--- src/rtl/fb_pkg.sv ---
// Framebuffer geometry, pixel width and host command encodings shared by the
// pixel loader and the VGA scan-out stage.
package fb_pkg;

  localparam int FB_W     = 200;
  localparam int FB_H     = 150;
  localparam int FB_DEPTH = FB_W * FB_H;
  localparam int FB_AW    = 15;
  localparam int PIX_W    = 3;

  typedef enum logic [1:0] {
    MODE_WRITE = 2'b00,
    MODE_HOME  = 2'b01,
    MODE_FILL  = 2'b10,
    MODE_SKIP  = 2'b11
  } mode_e;

  typedef enum logic {
    ST_IDLE = 1'b0,
    ST_FILL = 1'b1
  } state_e;

  // Cursor step: the last entry of the framebuffer wraps back to zero.
  function automatic logic [FB_AW-1:0] addr_inc(input logic [FB_AW-1:0] addr,
                                                input int depth);
    if (int'(addr) == depth - 1) return '0;
    return addr + FB_AW'(1);
  endfunction

endpackage

--- src/rtl/pixel_loader_if.sv ---
// Host command port plus framebuffer write port of the pixel loader.
interface pixel_loader_if;
  import fb_pkg::*;

  logic             strobe_n;
  logic [1:0]       mode;
  logic [PIX_W-1:0] pix_data;
  logic             fb_we;
  logic [FB_AW-1:0] fb_addr;
  logic [PIX_W-1:0] fb_data;
  logic             busy;
  logic             overrun;

  modport slave (
    input  strobe_n, mode, pix_data,
    output fb_we, fb_addr, fb_data, busy, overrun
  );

  modport master (
    output strobe_n, mode, pix_data,
    input  fb_we, fb_addr, fb_data, busy, overrun
  );

endinterface

--- src/rtl/sync_ff.sv ---
// Multi-stage synchroniser for asynchronous inputs, with a per-instance reset
// value so an idle-high strobe comes out of reset inactive.
module sync_ff #(
  parameter int               WIDTH   = 1,
  parameter int               DEPTH   = 2,
  parameter logic [WIDTH-1:0] RST_VAL = '0
) (
  input  logic             clk,
  input  logic             rst_n,
  input  logic [WIDTH-1:0] d,
  output logic [WIDTH-1:0] q
);

  logic [WIDTH-1:0] stage [DEPTH];

  always_ff @(posedge clk) begin
    if (!rst_n) begin
      for (int i = 0; i < DEPTH; i++) stage[i] <= RST_VAL;
    end else begin
      stage[0] <= d;
      for (int i = 1; i < DEPTH; i++) stage[i] <= stage[i-1];
    end
  end

  assign q = stage[DEPTH-1];

endmodule

--- src/rtl/pixel_loader.sv ---
// Turns asynchronous host strobes into framebuffer writes: single pixel writes
// at a wrapping cursor, cursor moves, and a full-screen colour fill.
//
// state   | meaning
// IDLE    | waiting for host commands; WRITE/SKIP/HOME/FILL act on the cursor
// FILL    | one write per cycle over the whole framebuffer; strobes are dropped
module pixel_loader #(
  parameter int FB_DEPTH    = fb_pkg::FB_DEPTH,
  parameter int SYNC_STAGES = 2
) (
  input logic           CLK,
  input logic           RST_N,
  pixel_loader_if.slave bus
);
  import fb_pkg::*;

  localparam int               SW        = $clog2(SYNC_STAGES + 1);
  localparam logic [FB_AW-1:0] LAST_ADDR = FB_AW'(FB_DEPTH - 1);

  logic             strobe_s;
  logic [1:0]       mode_s;
  logic [PIX_W-1:0] data_s;

  sync_ff #(.WIDTH(1), .DEPTH(SYNC_STAGES), .RST_VAL(1'b1)) u_sync_strobe (
    .clk(CLK), .rst_n(RST_N), .d(bus.strobe_n), .q(strobe_s)
  );

  sync_ff #(.WIDTH(2), .DEPTH(SYNC_STAGES), .RST_VAL(2'b00)) u_sync_mode (
    .clk(CLK), .rst_n(RST_N), .d(bus.mode), .q(mode_s)
  );

  sync_ff #(.WIDTH(PIX_W), .DEPTH(SYNC_STAGES), .RST_VAL({PIX_W{1'b0}})) u_sync_data (
    .clk(CLK), .rst_n(RST_N), .d(bus.pix_data), .q(data_s)
  );

  logic             strobe_prev;
  logic [SW-1:0]    settle;
  logic             fall;
  logic             ev;
  mode_e            cmd;
  logic [PIX_W-1:0] cmd_data;

  assign fall = strobe_prev & ~strobe_s;

  // While the synchroniser refills after reset, the previous-strobe flop is
  // held low so a strobe already low at release cannot look like a fall.
  always_ff @(posedge CLK) begin
    if (!RST_N) begin
      strobe_prev <= 1'b1;
      settle      <= SW'(SYNC_STAGES);
      ev          <= 1'b0;
      cmd         <= MODE_WRITE;
      cmd_data    <= '0;
    end else begin
      if (settle != '0) begin
        settle      <= settle - SW'(1);
        strobe_prev <= 1'b0;
      end else begin
        strobe_prev <= strobe_s;
      end
      ev <= fall;
      if (fall) begin
        cmd      <= mode_e'(mode_s);
        cmd_data <= data_s;
      end
    end
  end

  state_e           state, state_n;
  logic [FB_AW-1:0] cursor, cursor_n;
  logic [FB_AW-1:0] fill_cnt, fill_cnt_n;
  logic [PIX_W-1:0] fill_colour, fill_colour_n;
  logic             we_q, we_n;
  logic [FB_AW-1:0] addr_q, addr_n;
  logic [PIX_W-1:0] data_q, data_n;
  logic             overrun_q, overrun_n;

  always_ff @(posedge CLK) begin
    if (!RST_N) begin
      state       <= ST_IDLE;
      cursor      <= '0;
      fill_cnt    <= '0;
      fill_colour <= '0;
      we_q        <= 1'b0;
      addr_q      <= '0;
      data_q      <= '0;
      overrun_q   <= 1'b0;
    end else begin
      state       <= state_n;
      cursor      <= cursor_n;
      fill_cnt    <= fill_cnt_n;
      fill_colour <= fill_colour_n;
      we_q        <= we_n;
      addr_q      <= addr_n;
      data_q      <= data_n;
      overrun_q   <= overrun_n;
    end
  end

  always_comb begin
    state_n       = state;
    cursor_n      = cursor;
    fill_cnt_n    = fill_cnt;
    fill_colour_n = fill_colour;
    we_n          = 1'b0;
    addr_n        = addr_q;
    data_n        = data_q;
    overrun_n     = overrun_q;
    case (state)
      ST_IDLE: begin
        if (ev) begin
          case (cmd)
            MODE_WRITE: begin
              we_n     = 1'b1;
              addr_n   = cursor;
              data_n   = cmd_data;
              cursor_n = addr_inc(cursor, FB_DEPTH);
            end
            MODE_SKIP: cursor_n = addr_inc(cursor, FB_DEPTH);
            MODE_HOME: cursor_n = '0;
            MODE_FILL: begin
              state_n       = ST_FILL;
              fill_colour_n = cmd_data;
              we_n          = 1'b1;
              addr_n        = '0;
              data_n        = cmd_data;
              fill_cnt_n    = LAST_ADDR;
            end
            default: ;
          endcase
        end
      end
      ST_FILL: begin
        if (ev) overrun_n = 1'b1;
        // fill_cnt holds the writes still owed after the one now on the port
        if (fill_cnt != '0) begin
          we_n       = 1'b1;
          addr_n     = addr_q + FB_AW'(1);
          data_n     = fill_colour;
          fill_cnt_n = fill_cnt - FB_AW'(1);
        end else begin
          state_n  = ST_IDLE;
          cursor_n = '0;
        end
      end
      default: state_n = ST_IDLE;
    endcase
  end

  assign bus.fb_we   = we_q;
  assign bus.fb_addr = addr_q;
  assign bus.fb_data = data_q;
  assign bus.busy    = (state == ST_FILL);
  assign bus.overrun = overrun_q;

endmodule
--- src/flat_wrapper.sv ---
// flat-port wrapper written by rule: the top's interface ports become plain ports
module pixel_loader_flat import fb_pkg::*;
#(
  parameter int FB_DEPTH    = fb_pkg::FB_DEPTH,
  parameter int SYNC_STAGES = 2
)
  (CLK, RST_N, bus_strobe_n, bus_mode, bus_pix_data, bus_fb_we, bus_fb_addr, bus_fb_data, bus_busy, bus_overrun);
  pixel_loader_if bus_i ();
  input logic CLK;
  input logic RST_N;
  input wire logic [$bits(bus_i.strobe_n)-1:0] bus_strobe_n;
  input wire logic [$bits(bus_i.mode)-1:0] bus_mode;
  input wire logic [$bits(bus_i.pix_data)-1:0] bus_pix_data;
  output wire logic [$bits(bus_i.fb_we)-1:0] bus_fb_we;
  output wire logic [$bits(bus_i.fb_addr)-1:0] bus_fb_addr;
  output wire logic [$bits(bus_i.fb_data)-1:0] bus_fb_data;
  output wire logic [$bits(bus_i.busy)-1:0] bus_busy;
  output wire logic [$bits(bus_i.overrun)-1:0] bus_overrun;
  assign bus_i.strobe_n = bus_strobe_n;
  assign bus_i.mode = bus_mode;
  assign bus_i.pix_data = bus_pix_data;
  assign bus_fb_we = bus_i.fb_we;
  assign bus_fb_addr = bus_i.fb_addr;
  assign bus_fb_data = bus_i.fb_data;
  assign bus_busy = bus_i.busy;
  assign bus_overrun = bus_i.overrun;
  pixel_loader #(.FB_DEPTH(FB_DEPTH), .SYNC_STAGES(SYNC_STAGES)) u_core (.CLK(CLK), .RST_N(RST_N), .bus(bus_i));
endmodule
--- config.mk ---
export PLATFORM = sky130hd
export DESIGN_NAME = pixel_loader_flat
export DESIGN_NICKNAME = d
export VERILOG_FILES = /design/src/rtl/fb_pkg.sv /design/src/rtl/pixel_loader_if.sv /design/src/rtl/sync_ff.sv /design/src/rtl/pixel_loader.sv /design/src/flat_wrapper.sv
export SDC_FILE = /design/constraint.sdc
export NUM_CORES = 1
export LEC_CHECK = 0
export BUFFER_PORTS_ARGS = -buffer_cell sky130_fd_sc_hd__buf_4
export CAP_MARGIN = 10
export CORE_MARGIN = 10
export CORE_UTILIZATION = 60
export CTS_BUF_LIST = sky130_fd_sc_hd__clkbuf_4
export DETAILED_ROUTE_END_ITERATION = 10
export PLACE_DENSITY_LB_ADDON = 0.25
export SLEW_MARGIN = 5
export SYNTH_ARGS = -nofsm -noshare
export SYNTH_HDL_FRONTEND = slang
export SYNTH_SLANG_ARGS = --single-unit
--- constraint.sdc ---
create_clock -name CLK -period 3.3 [get_ports CLK]
set_input_delay 0.165 -clock CLK [delete_from_list [all_inputs] [get_ports CLK]]
set_output_delay 0.165 -clock CLK [all_outputs]
set_load 0.005 [all_outputs]
==> impl_metrics.prom <==
# TYPE chip_impl_metric gauge
chip_impl_metric{name="max_stage_delay",unit="ps"} 630
chip_impl_metric{name="grt_pass1_wl",unit="mm"} 13.9
chip_impl_metric{name="synth_seq_cells",unit=""} 75
chip_impl_metric{name="synth_compound_area_frac",unit=""} 0.185
chip_impl_metric{name="post_route_setup_tns",unit="ps"} 0
chip_impl_metric{name="timing.max_cap.violations",unit=""} 0
chip_impl_metric{name="dp_hpwl",unit="mm"} 5.62
chip_impl_metric{name="setup-violations-final",unit=""} 0
chip_impl_metric{name="grt_remaining_overflow",unit=""} 0
chip_impl_metric{name="clkLatencyLatePin",unit="ps"} 440
chip_impl_metric{name="area.sequential",unit="sq um"} 1500
chip_impl_metric{name="asyncSetResetFlopFracSynth",unit=""} 0
chip_impl_metric{name="die-height",unit="um"} 96.6
chip_impl_metric{name="post_cts_hold_buffer_count",unit=""} 6
chip_impl_metric{name="place.gp.congestion",unit=""} 0.828
chip_impl_metric{name="dr.first_iter.drc_count",unit=""} 311
chip_impl_info{name="hold_path.startpoint",value="RST_N"} 1
chip_impl_info{name="final_common_cell",value="sky130_fd_sc_hd__dfxtp_1"} 1
chip_impl_metric{name="routedWlPerCell",unit="um"} 16.2
chip_impl_metric{name="power_frac_comb",unit=""} 0.079
chip_impl_metric{name="synth.distinct_cells",unit=""} 53
chip_impl_metric{name="power",unit="mW"} 1.61
chip_impl_metric{name="antennaDiodeCount",unit=""} 0
chip_impl_metric{name="vias_per_cell",unit=""} 6.26
chip_impl_metric{name="preCtsSetupSlack",unit="ps"} 695
chip_impl_metric{name="p_clk_frac",unit=""} 0.326
chip_impl_metric{name="cts_resized",unit=""} 0
chip_impl_metric{name="fin_crit",unit="ps"} 2700
chip_impl_metric{name="tritoncts.num_buffers",unit=""} 9
chip_impl_metric{name="ir_worst_vdd",unit="V"} 0.000322
chip_impl_metric{name="worst_clock_skew",unit="ps"} 16.7
chip_impl_metric{name="worstPathArrival",unit="ps"} 3060
chip_impl_metric{name="cts_max_level",unit=""} 3
chip_impl_info{name="critical_path.cell_chain",value="inv_1 > ha_1 > or4b_1 > or4b_4 > a21boi_4 > o21ai_0 > a21oi_1"} 1
chip_impl_info{name="worst_setup_path_start_kind",value="flop"} 1
chip_impl_metric{name="max_freq",unit="MHz"} 370
chip_impl_info{name="synth_ff_type",value="sky130_fd_sc_hd__dfxtp_1"} 1
chip_impl_metric{name="num_vias",unit=""} 3245
chip_impl_metric{name="flow.area_growth_from_synthesis",unit="%"} 11.7
chip_impl_metric{name="antenna_found_initial",unit=""} 0
chip_impl_info{name="min_delay_worst_endpoint",value="u_core.strobe_prev$_SDFF_PN1_"} 1
chip_impl_metric{name="grt_util_all_layers",unit=""} 0.185
chip_impl_metric{name="nFillCells",unit=""} 476
chip_impl_info{name="tritoncts",value="built"} 1
chip_impl_metric{name="r2r_slack",unit="ps"} 600
chip_impl_metric{name="final_net_count",unit=""} 453
chip_impl_metric{name="cp.buffers_inverters",unit=""} 1
chip_impl_info{name="kind_of_cell_with_the_highest_combined_delay_on_the_critical_path",value="simple AND/OR/NAND/NOR gates"} 1
chip_impl_metric{name="number_of_global_route_vias_before_repair",unit=""} 2926
chip_impl_metric{name="synth_adder_area_share",unit=""} 0.0142
chip_impl_metric{name="finalNonFillerCells",unit=""} 518
chip_impl_metric{name="io_buffer_count",unit=""} 28
chip_impl_info{name="clk_root_buffer_cell",value="sky130_fd_sc_hd__clkbuf_4"} 1
chip_impl_metric{name="power_density",unit="nW/um^2"} 408
chip_impl_metric{name="final_antenna_net_count",unit=""} 0
chip_impl_metric{name="rr_worst_depth",unit=""} 7
chip_impl_metric{name="tightestPinTransition",unit="ps"} 1020
chip_impl_metric{name="floorplan.core_area",unit="sq um"} 5610
chip_impl_metric{name="clock_input_transition_at_the_sequential_cells_of_the_worst_setup_and_hold_paths",unit="ps"} 140
chip_impl_metric{name="grt_max_degree",unit=""} 38
chip_impl_info{name="slowest_stage",value="sky130_fd_sc_hd__or4b_4"} 1
chip_impl_metric{name="fraction_of_synthesized_area_in_multiplexers",unit=""} 0.0260
chip_impl_metric{name="detail_route.wirelength",unit="mm"} 8.41
chip_impl_metric{name="cell_depth_of_the_worst_min_delay_path",unit=""} 2
chip_impl_metric{name="floorplan.initialDensity",unit=""} 0.627
chip_impl_metric{name="synthesis.nets",unit=""} 428
chip_impl_info{name="setup.worst_path.end_class",value="flop"} 1
chip_impl_metric{name="synthesis.area_per_instance",unit="sq um"} 8.46
chip_impl_metric{name="synth_xor_xnor_area_share",unit=""} 0.0324
chip_impl_metric{name="synth-simple-area-share",unit=""} 0.270
chip_impl_metric{name="placed_cells_incl_taps",unit=""} 496
chip_impl_metric{name="final_layout_size_suffix_gt1_frac",unit=""} 0.128
chip_impl_metric{name="synthesized_instance_count",unit=""} 416
chip_impl_metric{name="maximum_buffer_depth_of_the_clock_tree",unit=""} 2
chip_impl_metric{name="fp-row-count",unit=""} 27
chip_impl_metric{name="fin_crit_sh",unit=""} 0.819
chip_impl_metric{name="total_leakage_power",unit="nW"} 1.40
chip_impl_metric{name="yosysWarnings",unit=""} 0
chip_impl_metric{name="final_max_slew_viol_count",unit=""} 0
chip_impl_info{name="timing.rr.end",value="u_core.bus.fb_addr[6]$_SDFFE_PN0P_"} 1
chip_impl_metric{name="maxSlewHeadroom",unit=""} 0.322
chip_impl_metric{name="postLayoutSetupSlackWorst",unit="ps"} 598
chip_impl_metric{name="synth-seq-area-share",unit=""} 0.427
chip_impl_metric{name="combined_area_of_all_synthesized_cells",unit="sq um"} 3520
chip_impl_metric{name="power.switching_fraction",unit=""} 0.276
chip_impl_metric{name="final-hold-violation-count",unit=""} 0
chip_impl_metric{name="die-width",unit="um"} 96.6
chip_impl_metric{name="required",unit="ps"} 3660
chip_impl_info{name="worst_r2r_startpoint",value="u_core.fill_cnt[0]$_SDFFE_PN0P_"} 1
chip_impl_metric{name="path_max_fanout",unit=""} 18
chip_impl_info{name="dominant_combinational_cell_family_by_area_after_synthesis",value="simple AND/OR/NAND/NOR gates"} 1
chip_impl_metric{name="timing.hold.ws",unit="ps"} 78.8
chip_impl_metric{name="synth-edff-count",unit=""} 0
chip_impl_metric{name="switching_power",unit="mW"} 0.443
chip_impl_metric{name="cts_setup_buffers",unit=""} 0
chip_impl_metric{name="p_seq_frac",unit=""} 0.596
chip_impl_metric{name="die_area",unit="sq um"} 9330
chip_impl_info{name="layout_common_cells",value="sky130_fd_sc_hd__dfxtp_1, sky130_fd_sc_hd__nand2_1, sky130_fd_sc_hd__nor2_1, sky130_fd_sc_hd__a21oi_1, sky130_fd_sc_hd__buf_4"} 1
chip_impl_info{name="status",value="finished clean"} 1
chip_impl_info{name="timing.setup.critical_path_class",value="flop to flop"} 1
chip_impl_metric{name="design.portCount",unit=""} 29
chip_impl_info{name="hold_class",value="input pin to flop"} 1
chip_impl_metric{name="drt_drc_violations_left",unit=""} 0
chip_impl_metric{name="p_int",unit="mW"} 1.16
chip_impl_info{name="rsz0062_at_grt",value="no"} 1
chip_impl_metric{name="clock-sinks",unit=""} 75
chip_impl_metric{name="multi_input_combinational_cell_area",unit="sq um"} 1850
chip_impl_metric{name="firstDrtPassIters",unit=""} 5
-- final cells by class --
cell class	instances	area share
inverters	11	0.0105
well taps	72	0.0229
multi-input cells	304	0.472
clock inverters	7	0.0153
clock buffers	9	0.0172
flip-flops and latches	75	0.382
repair buffers	40	0.0802
-- Yosys cell counts, drive strengths merged (10+ instances only) --
| library cell | number | area, sq um |
|---|---|---|
| nand2 | 39 | 146 |
| a211oi | 11 | 82.6 |
| nor3 | 12 | 60.1 |
| nor2 | 38 | 143 |
| and2 | 12 | 75.1 |
| o21ai | 13 | 65.1 |
| inv | 10 | 37.5 |
| a21oi | 34 | 170 |
| dfxtp | 75 | 1500 |
| clkbuf | 18 | 67.6 |
| nand3 | 21 | 105 |
| nand4 | 14 | 87.6 |
-- power groups by stage --
| stage | Clock (mW) | Sequential (mW) | Combinational [mW] |
|---|---|---|---|
| 2_1_floorplan | 0 | 0.970 | 0.0896 |
| 3_3_place_gp | 0 | 0.974 | 0.115 |
| 6_report | 0.523 | 0.956 | 0.126 |
| 3_5_place_dp | 0 | 0.976 | 0.121 |
| 5_1_grt | 0.569 | 0.960 | 0.142 |
| 4_1_cts | 0.536 | 0.956 | 0.127 |
-- worst max-delay path by stage --
stage,to,cells after the start,from
after floorplan,u_core.bus.fb_addr[7]$_SDFFE_PN0P_,9,u_core.fill_cnt[0]$_SDFFE_PN0P_
after global placement,u_core.bus.fb_addr[6]$_SDFFE_PN0P_,7,u_core.fill_cnt[0]$_SDFFE_PN0P_
after detailed placement,u_core.bus.fb_addr[6]$_SDFFE_PN0P_,7,u_core.fill_cnt[0]$_SDFFE_PN0P_
after CTS,u_core.bus.fb_addr[6]$_SDFFE_PN0P_,7,u_core.fill_cnt[0]$_SDFFE_PN0P_
after global routing,u_core.bus.fb_addr[6]$_SDFFE_PN0P_,7,u_core.fill_cnt[0]$_SDFFE_PN0P_
final,u_core.bus.fb_addr[6]$_SDFFE_PN0P_,7,u_core.fill_cnt[0]$_SDFFE_PN0P_
-- metrics by stage --
stage / util / cell area, sq um
after floorplan: - / 3520
after global placement: 0.667 / 3740
after detailed placement: 0.667 / 3740
after CTS: 0.701 / 3930
after global routing: 0.701 / 3930
final: 0.701 / 3930
-- registers in the layout (all words and copies together) (netlist names) --
| signal | flops |
|---|---|
| u_core.bus.fb_addr | 15 |
| u_core.cursor | 15 |
| u_core.fill_cnt | 15 |
| u_core.u_sync_data.stage | 6 |
| u_core.u_sync_mode.stage | 4 |
| u_core.bus.fb_data | 3 |
| u_core.cmd_data | 3 |
| u_core.fill_colour | 3 |
| u_core.cmd | 2 |
| u_core.settle | 2 |
| u_core.u_sync_strobe.stage | 2 |
| u_core.bus.busy | 1 |
| u_core.bus.fb_we | 1 |
| u_core.bus.overrun | 1 |
| u_core.ev | 1 |
| u_core.strobe_prev | 1 |
-- routing by layer --
layer / part of all wire / routed length (um) / global-route usage / vias to the layer above
met5: 0 / 0 / 0 / -
met4: 0.015 / 123 / 0.0847 / 0
met3: 0.076 / 641 / 0.0447 / 15
met2: 0.45 / 3830 / 0.281 / 117
met1: 0.45 / 3820 / 0.242 / 1518
li1: - / - / - / 1595
-- cells by family (layout without fill, tap and decap cells) --
family                     after synthesis  in the layout
AOI/OAI and AO/OA                       98             98
and+or+nand+nor                        180            180
muxes                                    9              9
buffers and inverters                   37             67
adders and majority gates                4              4
DFF                                     75             75
xor gates and xnor gates                13             13
Power figures use the tool's default switching activity.
